==> src/rtl/sprite_blitter.sv <==
// Sprite redraw engine: optionally erases the previous rectangle, then raster-draws
// a SPR_W x SPR_H rectangle one pixel per granted cycle onto a shared VGA writer.
module sprite_blitter #(
  parameter int X_W     = 8,
  parameter int Y_W     = 7,
  parameter int COLOR_W = 3,
  parameter int SPR_W   = 4,
  parameter int SPR_H   = 3
) (
  input  logic               clk,
  input  logic               resetn,
  input  logic               start,
  input  logic [X_W-1:0]     new_x,
  input  logic [Y_W-1:0]     new_y,
  input  logic [COLOR_W-1:0] color_in,
  input  logic               erase_en,
  input  logic               grant,
  output logic               busy,
  output logic               done,
  output logic [X_W-1:0]     x_out,
  output logic [Y_W-1:0]     y_out,
  output logic [COLOR_W-1:0] color_out,
  output logic               writeEn
);

  localparam int CX_W = (SPR_W > 1) ? $clog2(SPR_W) : 1;
  localparam int CY_W = (SPR_H > 1) ? $clog2(SPR_H) : 1;
  localparam logic [CX_W-1:0] CX_LAST = CX_W'(SPR_W - 1);
  localparam logic [CY_W-1:0] CY_LAST = CY_W'(SPR_H - 1);

  typedef enum logic [1:0] {IDLE, ERASE, LOAD, DRAW} state_t;

  state_t             state;
  logic [X_W-1:0]     lat_x, old_x;
  logic [Y_W-1:0]     lat_y, old_y;
  logic [COLOR_W-1:0] lat_color;
  logic               has_old;
  logic [CX_W-1:0]    cx;
  logic [CY_W-1:0]    cy;

  logic               last_px;
  logic [X_W-1:0]     pix_x;
  logic [Y_W-1:0]     pix_y;

  assign busy    = (state != IDLE);
  assign last_px = (cx == CX_LAST) && (cy == CY_LAST);
  // Erase walks the old rectangle, draw walks the new one; coordinates wrap.
  assign pix_x   = ((state == ERASE) ? old_x : lat_x) + X_W'(cx);
  assign pix_y   = ((state == ERASE) ? old_y : lat_y) + Y_W'(cy);

  always_ff @(posedge clk or negedge resetn) begin
    if (!resetn) begin
      state     <= IDLE;
      lat_x     <= '0;
      lat_y     <= '0;
      lat_color <= '0;
      old_x     <= '0;
      old_y     <= '0;
      has_old   <= 1'b0;
      cx        <= '0;
      cy        <= '0;
      x_out     <= '0;
      y_out     <= '0;
      color_out <= '0;
      writeEn   <= 1'b0;
      done      <= 1'b0;
    end else begin
      writeEn <= 1'b0;
      done    <= 1'b0;
      case (state)
        IDLE: begin
          if (start) begin
            lat_x     <= new_x;
            lat_y     <= new_y;
            lat_color <= color_in;
            cx        <= '0;
            cy        <= '0;
            state     <= (erase_en && has_old) ? ERASE : LOAD;
          end
        end
        ERASE, DRAW: begin
          if (grant) begin
            x_out     <= pix_x;
            y_out     <= pix_y;
            color_out <= (state == ERASE) ? '0 : lat_color;
            writeEn   <= 1'b1;
            if (last_px) begin
              cx <= '0;
              cy <= '0;
              if (state == ERASE) begin
                state <= LOAD;
              end else begin
                state   <= IDLE;
                done    <= 1'b1;
                has_old <= 1'b1;
              end
            end else if (cx == CX_LAST) begin
              cx <= '0;
              cy <= cy + CY_W'(1);
            end else begin
              cx <= cx + CX_W'(1);
            end
          end
        end
        LOAD: begin
          old_x <= lat_x;
          old_y <= lat_y;
          cx    <= '0;
          cy    <= '0;
          state <= DRAW;
        end
        default: state <= IDLE;
      endcase
    end
  end

endmodule

==> config.mk <==
export PLATFORM = sky130hd
export DESIGN_NAME = sprite_blitter
export DESIGN_NICKNAME = d
export VERILOG_FILES = /design/src/rtl/sprite_blitter.sv
export SDC_FILE = /design/constraint.sdc
export NUM_CORES = 1
export LEC_CHECK = 0
export BUFFER_PORTS_ARGS = -buffer_cell sky130_fd_sc_hd__buf_2
export CORE_ASPECT_RATIO = 0.8
export CORE_MARGIN = 5
export CORE_UTILIZATION = 59
export DETAILED_ROUTE_END_ITERATION = 8
export GPL_TIMING_DRIVEN = 0
export PLACE_DENSITY = 0.82
export SETUP_SLACK_MARGIN = 0.4
export SYNTH_ARGS = -nofsm -noshare
export SYNTH_HDL_FRONTEND = slang
export SYNTH_SLANG_ARGS = --single-unit
==> constraint.sdc <==
create_clock -name clk -period 7.75 [get_ports clk]
set_clock_uncertainty 0.05 [all_clocks]
set_input_delay 0.3875 -clock clk [delete_from_list [all_inputs] [get_ports clk]]
set_output_delay 0.3875 -clock clk [all_outputs]
set_load 0.05 [all_outputs]
# Yosys cells after proc, flatten, opt, wreduce, memory -nomap -nowiden
# Cells that the tools add are included.
[classes] n_addsub=4 eq_ne=9 n_mux=24 bitwise_logic=1 n_reduce_logical=11
[ops] cell="two-way mux 2 bit" n=12
[ops] cell="one-hot mux 2 bit (3 select lines)" n=3
[ops] cell="adder 8 x 2 -> 8 bit" n=1
[ops] cell="== test 2 bit, second input constant" n=4
[ops] cell="two-way mux 8 bit" n=1
[ops] cell="adder 7 x 2 -> 7 bit" n=1
[ops] cell="two-way mux 7 bit" n=1
[ops] cell="two-way mux 1 bit" n=6
[ops] cell="!= test 2 bit, second input constant" n=3
[ops] cell="AND reduction 2 bit" n=3
[ops] cell="AND reduction 3 bit" n=2
[ops] cell="adder 2 x 1 -> 2 bit, second input constant" n=2
[ops] cell="AND reduction 4 bit" n=1
[ops] cell="two-way mux 3 bit" n=1
[ops] cell="!= test 3 bit, second input constant" n=1
[ops] cell="== test 2 x 1 -> 1 bit, second input constant" n=1
[ops] cell="logical AND 1 bit" n=2
[ops] cell="logical NOT 2 bit" n=1
[ops] cell="nonzero test 2 bit" n=1
[ops] cell="OR reduction 2 bit" n=1
[ops] cell="inverter 1 bit" n=1
[totals] reg_bits=60 wordCells=63

# Logic depth before layout (Yosys ltp)
[depth] depth_word=5 ltp_mapped=12

# Worst setup path before layout
# Ideal clock, no wire load.
[synth_timing] path_kind="reg2reg" from="register state[1]" to="register y_out[6]" setup_time_ps=83 arrival_time_ps=2528 required_ps=7617 slack_ps=5089 stages_incl_launch_ff=13 path_buffers=3 period_less_slack_ps=2661 cell_sequence="dfrtp_1 inv_1 ha_1 buf_6 buf_4 buf_2 mux2_2 ha_1 fa_1 nand4_1 a22oi_1 xor2_1 o21ai_0"
[synth_via] elab_chain_cells=3 word_cells_on_any_way=6
[synth_rtl] element="from (decl)" line_no="33" source="state_t state;"
[synth_rtl] element="from (signal assigned)" line_no="78" source="state <= (erase_en && has_old) ? ERASE : LOAD;"
[synth_rtl] element="== test 2 x 1 -> 1 bit or == test 2 bit (tied branches)" line_no="49, 70"
[synth_rtl] element="two-way mux 7 bit or OR reduction 2 bit (tied branches)" line_no="49, 70"
[synth_rtl] element="adder 7 x 2 -> 7 bit or AND reduction 2 bit (tied branches)"
[synth_rtl] element="to (signal assigned)" line_no="84" source="y_out <= pix_y;"
[synth_rtl] element="to (decl)" line_no="21" source="output logic [Y_W-1:0] y_out,"
# Several ways; a longest one is shown, not always the timed one.
# A chain may end at the register's enable or synchronous reset.

# Worst setup path in the final report
# Same ends and word-level chain as after synthesis.

==> impl_summary.log <==
[metrics] result of the run: finished clean
[metrics] leading area contributor after synthesis: dfrtp_1
[metrics] maximum operating frequency: about 330 MHz
[metrics] Placement Rows: 22
[metrics] ratio of cells with drive above 1 in the final layout: 38.0%
[metrics] power per cell area: 457 nW/um^2
[metrics] post-synth cell types: 38
[metrics] count of hold-fix buffers inserted at cts: 0
[metrics] Top FF cell, synth: dfrtp_1
[metrics] type of the most critical hold path: in2async
[metrics] number of antenna cells inserted: 0
[metrics] maximum count of clock buffers along a single path: 2
[metrics] antenna viol nets, final: 0
[metrics] ordered cell list for the critical path: inv_1, ha_1, buf_6, buf_4, buf_2, mux2_2, ha_1, fa_1, nand4_1, a22oi_1, xor2_1, o21ai_0
[metrics] largest fanout on the critical path: 10
[metrics] area of the mapped netlist: between 2000 and 3000 sq um
[metrics] number of flops mapped to enable cells by yosys: 0
[metrics] Critical path buffers and inverters: 4
[metrics] unrepaired setup endpoints after global routing: no
[metrics] largest delay contributor family on the critical path: adder cells
[metrics] maximum number of pins on one net before global-route repair: 61
[metrics] required arrival time at the worst endpoint: 7950 ps
[metrics] Die X: 88.5 um
[metrics] Max-Slew Margin vs Limit: approximately half
[metrics] master of the slowest instance on the critical path: fa_1
[metrics] final period demand of the worst path: 3040 ps
[metrics] top cells by count, synth: dfrtp_1 (60), mux2_2 (44), nand2_1 (20), o21ai_0 (20)
[metrics] peak supply drop: 0.248 mV
[metrics] Area contributors post-synth: dfrtp_1 (52%), mux2_2 (17%), ha_1 (4.3%), mux2i_1 (3.4%), o21ai_0 (3.4%)
[metrics] Post-route DRC: 0
[metrics] net count after synthesis: 272
[metrics] total via count in the routed design: 1975
[metrics] total global routing overflow: 0
[metrics] clock sink total: 60
[metrics] number of buffers inserted during clock tree synthesis: 9
[metrics] number of placed cells counting well taps: 340
[metrics] Die Outline Area: 6440 sq um
[metrics] number of fillers in the final layout: around 340
[metrics] Area growth, synth to finish: 16.6%
[metrics] global-route wire length before repair: 9.57 mm
[metrics] Syn Inst Count: 237
[metrics] Max-cap violations: 0
[metrics] CTS resizes: 0
[metrics] post-layout power: ~1.5 mW
[metrics] total cell area at the placement stage: 3200 sq um
[metrics] number of I/O pins: 44
[metrics] max incr delay on CP: 450 ps
[metrics] share of Yosys cell area claimed by the top area cell type: 51.7%
[metrics] static leakage power: 1.61 nW
[metrics] capturing element type of the critical path: flop
[metrics] tightest hold margin: 64.2 ps
[metrics] dominant cell by count in the synthesized netlist: dfrtp_1
[metrics] routed wire length per instance: around 16 um
[metrics] final design area excluding fillers: 3390 sq um
[metrics] Die H: roughly 73 um
[metrics] number of warnings issued by yosys: 0
[metrics] type of the setup path with the least slack: reg2reg
[metrics] Floorplan Core Area: between 4000 and 5000 sq um
[metrics] number of antenna violations at the first check in global routing: 0
[metrics] portion of the post-synthesis area used by sequential elements: approximately half
[metrics] length of the first detailed-routing pass in iterations: 4
[metrics] Final setup viols: 0
[metrics] sum of net half-perimeters after detailed placement: 4.17 mm
[metrics] total routed wirelength: 5.74 mm
[metrics] number of levels in the clock H-tree: 3
[metrics] final-report hold violation count: 0
[metrics] CTS root buf: clkbuf_8
[metrics] initial drt markers: 113
[metrics] number of setup buffers added after CTS: 0
[metrics] insertion delay of the later-clocked pin in the worst-skew pair: 330 ps
[metrics] CP dominant cell by count: ha_1
[metrics] vias per inst: approximately 5.6
[metrics] all-layer global routing usage: about a fifth
[metrics] port bufs: 43
[metrics] Slew Limit Fails: 0
[metrics] final worst-path cycle share: approximately two fifths
[metrics] Initial Utilization: 62.1%
[metrics] TritonCTS clock tree: yes
[metrics] actual transition at the worst max-transition pin: 738 ps
[metrics] Net count, final: 326
[metrics] signal arrival time at the worst endpoint: 3250 ps
[metrics] Async SR Flop Fraction: between 90% and 100%
[metrics] Worst setup SP type: flop
[metrics] weighted congestion at the end of routability-driven global placement: ~0.85
[metrics] Finished Layout Cells: 355
[metrics] post-synthesis average cell area: approximately 12 sq um
[metrics] setup total negative slack: 0 ps
[metrics] clock input transition at the sequential cells of the worst setup and hold paths: 70 ps
[metrics] number of global-route vias before repair: slightly above 2000
[metrics] number of register bits inferred by synthesis: 60
==> power by group <==
group	internal (mW)	switching, mW
Combinational	0.288	0.425
Clock	0.154	0.116
Sequential	0.460	0.105
==> final cells by class <==
class / instances / area, sq um / area share (%)
buffer: 10 / 61.3 / 1.81
clock buffer: 10 / 138 / 4.06
clock inverter: 5 / 52.6 / 1.55
inverter: 5 / 18.8 / 0.554
multi-input combinational: 162 / 1320 / 39.1
sequential: 60 / 1500 / 44.3
tap: 60 / 75.1 / 2.22
timing repair buffer: 43 / 218 / 6.43
==> worst paths after layout <==
check                          from        to  slack, ps  depth (start not counted)
max                        state[1]  y_out[6]       4710                         12
min                          resetn  lat_x[4]         60                          1
max reg2reg                state[1]  y_out[6]       4710                         12
min reg2reg                y_out[4]  y_out[4]        430                          2
max in group asynchronous    resetn  old_x[6]       7090                          1
min in group clk           new_y[1]  lat_y[1]        240                          2
==> state kept, by name, summed over array words and instances, names as in the netlist, 3 cells and up <==
signal	cells
lat_color	3
old_x	8
y_out	7
color_out	3
old_y	7
lat_x	8
lat_y	7
x_out	8
==> layer usage <==
metal / GRT usage, % / up-vias / share of wire (%)
met1: 24.9 / 974 / 45
met2: 32.3 / 51 / 48
met4: 6.04 / 0 / 1.3
met3: 6.21 / 8 / 5.8
li1: - / 942 / -
met5: 0 / - / 0
==> worst register-to-register path: cells and delay by family, from the launching register on <==
family	cells	cell delay, ps
flip-flops	1	400
XOR/XNOR	1	170
AND/OR/NAND/NOR	1	150
adder cells (fa/ha/maj)	3	850
AO/OA/AOI/OAI	2	240
multiplexers	1	380
buffers and inverters	4	720
==> cells by family (layout without fill, tap and decap cells) <==
group           after synthesis  count (layout)  synth area share, %
flops                        60              60                 51.7
buf+inv                      15              73                 2.76
simple gates                 52              52                 9.30
compound gates               34              34                 7.06
fa+ha+maj                    12              12                 5.68
xor+xnor                     10              10                 3.01
mux                          54              54                 20.5
==> cells in the final DEF (no fill, tap or decap), drive strengths merged <==
master    Yosys  routed
dfrtp        60      60
buf           7      50
mux2         44      44
o21ai        22      22
nand2        20      20
clkbuf        3      13
mux2i        10      10
ha           10      10
xor2          9       9
nor2          6       6
inv           5       5
nand3         5       5
nand2b        5       5
nand3b        4       4
a21oi         3       3
clkinv        0       3
nor2b         2       2
nand4b        2       2
nand4         2       2
a22oi         2       2
fa            2       2
a211oi        2       2
nor3          1       1
a32o          1       1
or3b          1       1
o21a          1       1
or2           1       1
a31oi         1       1
nor4b         1       1
a22o          1       1
o41ai         1       1
and3          1       1
and3b         1       1
xnor2         1       1
clkinvlp      0       1
bufinv        0       1
==> per-stage QoR <==
stage,utilization [%],worst slack [ps]
after global routing,72.4,4510
after floorplan,-,5090
after CTS,72.4,4700
after detailed placement,68.3,4710
final,72.4,4710
after global placement,68.3,4820
No activity file was read; power rests on OpenSTA's default activity.
